`src/rtl/mem_access_if.sv`:
```
// Data-memory bus between the MEM stage and the memory subsystem.
interface mem_access_if;
    logic        mem_req;
    logic        mem_we;
    logic [31:0] mem_addr;
    logic [3:0]  mem_be;
    logic [31:0] mem_wdata;
    logic [31:0] mem_rdata;
    logic        mem_ack;

    modport master (
        output mem_req, mem_we, mem_addr, mem_be, mem_wdata,
        input  mem_rdata, mem_ack
    );

    modport slave (
        input  mem_req, mem_we, mem_addr, mem_be, mem_wdata,
        output mem_rdata, mem_ack
    );
endinterface

```
`src/rtl/mem_access.sv`:
```
// MEM stage: issues loads/stores on a req/ack bus, stalls the pipe on wait
// states, extracts load data and holds the MEM/WB pipeline register.
module mem_access (
    input  logic        clk,
    input  logic        rst,
    input  logic [31:0] instrM,
    input  logic [31:0] ALUOutM,
    input  logic [31:0] WriteDataM,
    input  logic [31:0] pcplusM,
    mem_access_if.master bus,
    output logic        stallM,
    output logic [31:0] instrW,
    output logic [31:0] ALUOutW,
    output logic [31:0] ReadDataW,
    output logic [31:0] pcplusW,
    output logic        addr_errW
);
    typedef enum logic {IDLE, WAIT} state_t;
    typedef enum logic [1:0] {SZ_B, SZ_H, SZ_W} size_t;

    state_t      state, state_nx;
    logic [31:0] l_instr, l_alu, l_wd, l_pc;
    logic [31:0] cur_instr, cur_alu, cur_wd, cur_pc;
    logic        is_load, is_store, is_mem, sgn, misal;
    size_t       sz;
    logic [31:0] rd_sh, rd_ext;

    // In WAIT the upstream registers are frozen, but the bus is driven from
    // the latched copy so it stays stable regardless of what arrives.
    always_comb begin
        if (state == WAIT) begin
            cur_instr = l_instr;
            cur_alu   = l_alu;
            cur_wd    = l_wd;
            cur_pc    = l_pc;
        end else begin
            cur_instr = instrM;
            cur_alu   = ALUOutM;
            cur_wd    = WriteDataM;
            cur_pc    = pcplusM;
        end
    end

    always_comb begin
        is_load  = 1'b0;
        is_store = 1'b0;
        sgn      = 1'b0;
        sz       = SZ_W;
        unique case (cur_instr[31:26])
            6'h20: begin is_load  = 1'b1; sgn = 1'b1; sz = SZ_B; end
            6'h21: begin is_load  = 1'b1; sgn = 1'b1; sz = SZ_H; end
            6'h23: begin is_load  = 1'b1; sz = SZ_W; end
            6'h24: begin is_load  = 1'b1; sz = SZ_B; end
            6'h25: begin is_load  = 1'b1; sz = SZ_H; end
            6'h28: begin is_store = 1'b1; sz = SZ_B; end
            6'h29: begin is_store = 1'b1; sz = SZ_H; end
            6'h2B: begin is_store = 1'b1; sz = SZ_W; end
            default: ;
        endcase
        is_mem = is_load | is_store;
        misal  = ((sz == SZ_H) && cur_alu[0]) ||
                 ((sz == SZ_W) && (cur_alu[1:0] != 2'b00));
    end

    // Control: stallM sees only state, decode, alignment and mem_ack.
    always_comb begin
        state_nx    = state;
        bus.mem_req = 1'b0;
        stallM      = 1'b0;
        if (!rst && is_mem && !misal) bus.mem_req = 1'b1;
        stallM = bus.mem_req && !bus.mem_ack;
        unique case (state)
            IDLE: if (stallM)      state_nx = WAIT;
            WAIT: if (bus.mem_ack) state_nx = IDLE;
            default:               state_nx = IDLE;
        endcase
    end

    always_comb begin
        bus.mem_we    = 1'b0;
        bus.mem_addr  = 32'h0;
        bus.mem_be    = 4'h0;
        bus.mem_wdata = 32'h0;
        if (bus.mem_req) begin
            bus.mem_we   = is_store;
            bus.mem_addr = {cur_alu[31:2], 2'b00};
            bus.mem_be   = 4'hF;
            if (is_store) begin
                unique case (sz)
                    SZ_B: begin
                        bus.mem_be    = 4'b0001 << cur_alu[1:0];
                        bus.mem_wdata = {4{cur_wd[7:0]}};
                    end
                    SZ_H: begin
                        bus.mem_be    = cur_alu[1] ? 4'b1100 : 4'b0011;
                        bus.mem_wdata = {2{cur_wd[15:0]}};
                    end
                    default: bus.mem_wdata = cur_wd;
                endcase
            end
        end
    end

    // Alignment guarantees a halfword sits at offset 0 or 2, so one byte
    // shift serves every access size.
    always_comb begin
        rd_sh = bus.mem_rdata >> {cur_alu[1:0], 3'b000};
        unique case (sz)
            SZ_B:    rd_ext = {{24{sgn & rd_sh[7]}},  rd_sh[7:0]};
            SZ_H:    rd_ext = {{16{sgn & rd_sh[15]}}, rd_sh[15:0]};
            default: rd_ext = rd_sh;
        endcase
    end

    always_ff @(posedge clk or posedge rst) begin
        if (rst) state <= IDLE;
        else     state <= state_nx;
    end

    always_ff @(posedge clk or posedge rst) begin
        if (rst) begin
            l_instr <= 32'h0;
            l_alu   <= 32'h0;
            l_wd    <= 32'h0;
            l_pc    <= 32'h0;
        end else if (state == IDLE && stallM) begin
            l_instr <= instrM;
            l_alu   <= ALUOutM;
            l_wd    <= WriteDataM;
            l_pc    <= pcplusM;
        end
    end

    always_ff @(posedge clk or posedge rst) begin
        if (rst) begin
            instrW    <= 32'h0;
            ALUOutW   <= 32'h0;
            ReadDataW <= 32'h0;
            pcplusW   <= 32'h0;
            addr_errW <= 1'b0;
        end else if (stallM) begin
            instrW    <= 32'h0;
            ALUOutW   <= 32'h0;
            ReadDataW <= 32'h0;
            pcplusW   <= 32'h0;
            addr_errW <= 1'b0;
        end else if (is_mem && misal) begin
            instrW    <= 32'h0;
            ALUOutW   <= cur_alu;
            ReadDataW <= 32'h0;
            pcplusW   <= cur_pc;
            addr_errW <= 1'b1;
        end else begin
            instrW    <= cur_instr;
            ALUOutW   <= cur_alu;
            ReadDataW <= (bus.mem_req && is_load) ? rd_ext : 32'h0;
            pcplusW   <= cur_pc;
            addr_errW <= 1'b0;
        end
    end
endmodule

```
`src/flat_wrapper.sv`:
```
// flat-port wrapper written by rule: the top's interface ports become plain ports
module mem_access_flat 
  (clk, rst, instrM, ALUOutM, WriteDataM, pcplusM, stallM, instrW, ALUOutW, ReadDataW, pcplusW, addr_errW, bus_mem_req, bus_mem_we, bus_mem_addr, bus_mem_be, bus_mem_wdata, bus_mem_rdata, bus_mem_ack);
  mem_access_if bus_i ();
  input  logic clk;
  input  logic rst;
  input  logic [31:0] instrM;
  input  logic [31:0] ALUOutM;
  input  logic [31:0] WriteDataM;
  input  logic [31:0] pcplusM;
  output logic stallM;
  output logic [31:0] instrW;
  output logic [31:0] ALUOutW;
  output logic [31:0] ReadDataW;
  output logic [31:0] pcplusW;
  output logic addr_errW;
  output wire logic [$bits(bus_i.mem_req)-1:0] bus_mem_req;
  output wire logic [$bits(bus_i.mem_we)-1:0] bus_mem_we;
  output wire logic [$bits(bus_i.mem_addr)-1:0] bus_mem_addr;
  output wire logic [$bits(bus_i.mem_be)-1:0] bus_mem_be;
  output wire logic [$bits(bus_i.mem_wdata)-1:0] bus_mem_wdata;
  input wire logic [$bits(bus_i.mem_rdata)-1:0] bus_mem_rdata;
  input wire logic [$bits(bus_i.mem_ack)-1:0] bus_mem_ack;
  assign bus_mem_req = bus_i.mem_req;
  assign bus_mem_we = bus_i.mem_we;
  assign bus_mem_addr = bus_i.mem_addr;
  assign bus_mem_be = bus_i.mem_be;
  assign bus_mem_wdata = bus_i.mem_wdata;
  assign bus_i.mem_rdata = bus_mem_rdata;
  assign bus_i.mem_ack = bus_mem_ack;
  mem_access u_core (.clk(clk), .rst(rst), .instrM(instrM), .ALUOutM(ALUOutM), .WriteDataM(WriteDataM), .pcplusM(pcplusM), .bus(bus_i), .stallM(stallM), .instrW(instrW), .ALUOutW(ALUOutW), .ReadDataW(ReadDataW), .pcplusW(pcplusW), .addr_errW(addr_errW));
endmodule
```
`config.mk`:
```
export PLATFORM = sky130hd
export DESIGN_NAME = mem_access_flat
export DESIGN_NICKNAME = d
export VERILOG_FILES = /design/src/rtl/mem_access_if.sv /design/src/rtl/mem_access.sv /design/src/flat_wrapper.sv
export SDC_FILE = /design/constraint.sdc
export NUM_CORES = 1
export LEC_CHECK = 0
export ABC_AREA = 0
export CORE_MARGIN = 5
export CORE_UTILIZATION = 25
export CTS_CLUSTER_DIAMETER = 40
export CTS_CLUSTER_SIZE = 20
export DETAILED_ROUTE_END_ITERATION = 10
export GPL_ROUTABILITY_DRIVEN = 0
export GPL_TIMING_DRIVEN = 1
export PLACE_DENSITY_LB_ADDON = 0.12
export RECOVER_POWER = 100
export SKIP_LAST_GASP = 1
export SLEW_MARGIN = 20
export SYNTH_ARGS = -nofsm -noshare
export SYNTH_HDL_FRONTEND = slang
export SYNTH_SLANG_ARGS = --single-unit
```
`constraint.sdc`:
```
create_clock -name clk -period 27.9 [get_ports clk]
set_input_delay 5.58 -clock clk [delete_from_list [all_inputs] [get_ports clk]]
set_output_delay 5.58 -clock clk [all_outputs]
set_load 0.01 [all_outputs]
```
; Word level (Yosys, flattened, before mapping)
; Cells that the tools add are included.
[op_classes]
addsub = 0
mul = 0
n_div = 0
n_lt_le_gt_ge = 0
n_eq_ne = 10
n_shift = 2
n_mux = 31
bitwise_logic = 4
n_reduce_logical = 19
[op_table]
columns = op, count
row1 = $mux W32, 14
row2 = $pmux W32 S2, 2
row3 = $eq A6 B6 Y1 const B, 8
row4 = $shr A32 B5 Y32, 1
row5 = $mux W4, 3
row6 = $mux W1, 9
row7 = $reduce_or A3 Y1, 3
row8 = $logic_and A1 B1 Y1, 8
row9 = $pmux W4 S2, 1
row10 = $reduce_or A5 Y1, 1
row11 = $pmux W2 S2, 1
row12 = $shl A1 B2 Y4 const A, 1
row13 = $logic_not A1 Y1, 3
row14 = $and A1 B1 Y1, 2
row15 = $eq A2 B1 Y1 const B, 1
row16 = $eq A2 B2 Y1 const B, 1
row17 = $logic_not A2 Y1, 1
row18 = $pmux W1 S2, 1
row19 = $reduce_bool A2 Y1, 1
row20 = $reduce_or A2 Y1, 1
row21 = $logic_or A1 B1 Y1, 1
row22 = $not A1 Y1, 1
row23 = $or A1 B1 Y1, 1
[word_totals]
regBits = 258
latchBits = 0
ram_bits = 0
romBits = 0
inputBits = 163
output_inout_bits = 200
wordCells = 76
memories = 0

; Longest topological paths before layout
[logic_depth]
word_depth = 14
depth_mapped = 10
mapped_depth_nobuf = 5

; Worst setup path before layout
; OpenSTA, ideal clock, no wires.
[synth_timing]
kind = input-to-output
start = input port rst
end = output port bus_mem_be[0]
arrival_ns = 13.027
t_required_ns = 22.320
setup_slack_ns = 9.293
cell_stages = 3
path_buffers = 0
cell_sequence = inv_1 > o211ai_1 > a31oi_1
[synth_via]
elab_chain_cells = 5
[synth_rtl]
columns = item, line_no
row1 = start: declaration, flat_wrapper.sv:6  ; input logic rst;
row2 = $logic_not A1 Y1, mem_access.sv:70  ; if (!rst && is_mem && !misal) bus.mem_req = 1'b1;
row3 = $logic_and A1 B1 Y1 (2 in series), mem_access.sv:70
row4 = $mux W1, mem_access.sv:70
row5 = $mux W4, mem_access.sv:84  ; if (bus.mem_req) begin
row6 = end: declaration, flat_wrapper.sv:20  ; output wire logic [$bits(bus_i.mem_be)-1:0] bus_mem_be;
; Every way passes these cells.

; Worst setup path after layout
[layout_timing]
start = input port rst
end = output port bus_mem_addr[14]
[layout_via]
elab_chain_cells = 5
[layout_rtl]
columns = item, line_no
row1 = $logic_not A1 Y1, mem_access.sv:70
row2 = $logic_and A1 B1 Y1 (2 in series), mem_access.sv:70
row3 = $mux W1, mem_access.sv:70
row4 = $mux W32, mem_access.sv:84
row5 = end: declaration, flat_wrapper.sv:19  ; output wire logic [$bits(bus_i.mem_addr)-1:0] bus_mem_addr;
; Every way passes these cells.

==> out/metrics.cfg <==
[global_route]
grt_max_degree = 120
antenna_found_initial = 8
grt_pass1_wl_um = 59800
grt_overflow = 0
first_global_vias = 9540
grtUsageTotal_pct = 14.5

[layout]
drive_above_1_share_pct = 11.2
utilization_pct = 37.4
final_nets = 1471
design_area_um2 = 17800
final_cell_mix = dfrtp_1, dlygate4sd3_1, clkdlybuf4s50_1, mux2i_1, nor2_1
syn_to_final_growth_pct = 48.2
layout_commonest_cell = dfrtp_1
num-fill-cells = 4758
fin_cells = 1974

[synthesis]
yosysTopAreaCellShare_pct = 53.7
dominantRegCellSynth = dfrtp_1
yosys.area.top_type = dfrtp_1
yosysWarningCount = 0
syn_inst = 941
syn_area_um2 = 12000
ys_seq_elements = 258
ys_top_cells_by_area = dfrtp_1, mux2_4, mux2i_1
seq_area_frac_synth_pct = 53.7
ys_types = 47
synth_edf_count = 0
async_reset_ff_share_pct = 100
syn_area_per_cell_um2 = 12.8

[routing]
dr.pass1.iters = 5
viasPerCell = 4.44
num_vias = 8772
drc = 0
wl_um = 38900
initialDrtViolationCount = 356
wl_per_cell_um = 19.7
ant_nets = 0

[worst_setup_path]
crit_buf_inv = 4
ff2ff_path_depth = 9
endpoint_kind = output pin
path_common_cell = dlygate4sd3_1
critPathKind = primary input to output pin
r2r_slack_ns = 20.10
r2r-start = u_core.state
reg2reg_to = u_core.l_wd[25]
path_max_fanout = 119
worstSetupStartpointType = primary input
crit_path_top_delay_cell = clkinvlp_2
cp.arrival_ns = 13.74
critical_path_required_ns = 22.32
slowest_delay_ns = 4.03
cp_top_family = buffers and inverters
cp_cell_sequence = dlygate4sd3_1 -> clkinvlp_2 -> o211ai_1 -> clkbuf_1 -> nor2_1 -> dlygate4sd3_1

[floorplan]
rows = 80
die_area_um2 = 52600
core_region_area_um2 = 47600
ios = 363
start_util_pct = 25.2
fp.dieH_um = 229
die_x_um = 229

[placement]
dp_hpwl_um = 26400
dpl_cell_area_um2 = 16200
dp.cells = 1862
dpl_worst_slack_ns = 13.59
port_buffers = 360

[sta]
tns_ns = 0
fmax_ghz = 0.0518
finalCriticalPeriod_ns = 19.32
relSlewSlack_pct = -273
rsz0062_at_grt = false
slew_viol_final = 571
setup_viol = 0
setup_ws_ns = 8.58
fin_crit_sh_pct = 69.3
hold_violations = 0
clock_skew_ns = 0.0170
tightest_slew_ns = 5.60

[clock_network]
holdBufCountCts = 0
clkTransAtPathRegs_ns = 0.04
clk_latency_ns = 0.58
cts_setup_buffers = 0
cts_buffers = 59
cts_tree = yes
root_buffer = clkbuf_16
clk_path_buf_depth = 3
cts.sink_count = 258
htree_num_levels = 2
ctsResizeCount = 0

[power]
p_leak_nw = 7.84
ir_drop_v = 0.0000430
power_density_nw_per_um2 = 72.7

[min_path]
hp-class = register to register
whs_path_depth = 1
whs_endpoint = u_core.l_pc[24]
worstHoldStart = u_core.l_pc[24]

[run]
cap_violations = 10

[run_status]
violations = capacitance limit, slew limit
status = finished, violations left

## how the worst max path moves through the flow
| stage | startpoint | to | slack [ns] | depth (start not counted) |
|---|---|---|---|---|
| floorplan | rst | bus_mem_be[0] | 9.29 | 3 |
| global placement | instrM[31] | bus_mem_wdata[25] | 13.65 | 8 |
| detailed placement | instrM[31] | bus_mem_wdata[25] | 13.59 | 8 |
| CTS | instrM[31] | bus_mem_wdata[25] | 13.54 | 8 |
| global route | rst | bus_mem_addr[25] | 6.90 | 6 |
| finish | rst | bus_mem_addr[14] | 8.58 | 6 |
## state kept, by name, indices dropped and copies added, names as in the netlist
| name | cells |
|---|---|
| u_core.ALUOutW | 32 |
| u_core.ReadDataW | 32 |
| u_core.instrW | 32 |
| u_core.l_alu | 32 |
| u_core.l_instr | 32 |
| u_core.l_pc | 32 |
| u_core.l_wd | 32 |
| u_core.pcplusW | 32 |
| u_core.addr_errW | 1 |
| u_core.state | 1 |
## worst register-to-register path, stage by stage (launching register included)
cell and delay (ns):
dfrtp_4 0.92, buf_4 0.84, or3b_1 0.32, and2_0 0.33, a21oi_4 0.04, clkbuf_1 0.73
o2111ai_1 0.47, clkbuf_1 1.57, clkbuf_1 2.02, mux2_1 0.44
## per-stage QoR
step                      total power, W  hold WS [ns]
after CTS                        0.00135         0.491
after global routing             0.00136         0.502
after global placement          0.000621         0.469
after floorplan                 0.000548         0.457
final                            0.00129         0.487
after detailed placement        0.000623         0.479
## power breakdown
part	leakage [nW]	internal [W]	total [W]	switching [W]
Clock	0.981	0.000482	0.000709	0.000226
Sequential	3.28	0.000426	0.000451	0.0000249
Combinational	3.58	0.0000731	0.000134	0.0000611
## logic make-up (layout without fill, tap and decap cells)
| family | after synthesis | in the layout | synth area share (%) |
|---|---|---|---|
| simple gates | 181 | 181 | 6.70 |
| flops | 258 | 258 | 53.7 |
| other cells | 1 | 5 | 0.0312 |
| buf+inv | 82 | 496 | 3.72 |
| compound gates | 140 | 140 | 7.87 |
| mux | 279 | 279 | 28.0 |
## layer usage
metal / track usage [%] / wire length [um] / vias to the layer above
met3: 5.28 / 3020 / 73
met4: 5.51 / 1090 / 4
met5: 0 / 27 / -
li1: - / - / 4110
met1: 18.1 / 16600 / 4293
met2: 23.1 / 18200 / 292
## synth_stat cells (12+ instances only)
cell type / count
dfrtp_1: 258
mux2i_1: 133
nor2_1: 127
mux2_4: 101
a21oi_1: 56
a211oi_1: 40
clkbuf_1: 30
mux2_2: 25
buf_2: 24
mux2_1: 18
nor2b_1: 18
buf_6: 12
## area by class of cell
type                            count  area [um2]  share of cell area (%)
Sequential cell                   258        6460                    36.3
Multi-Input combinational cell    602        4770                    26.8
Timing Repair Buffer              377        3690                    20.7
Clock buffer                       74        1660                    9.29
Tap cell                          615         769                    4.32
Clock inverter                     35         410                    2.30
Inverter                           10        38.8                   0.218
Antenna cell                        3        7.51                  0.0422
(Power assumes the default switching activity.)
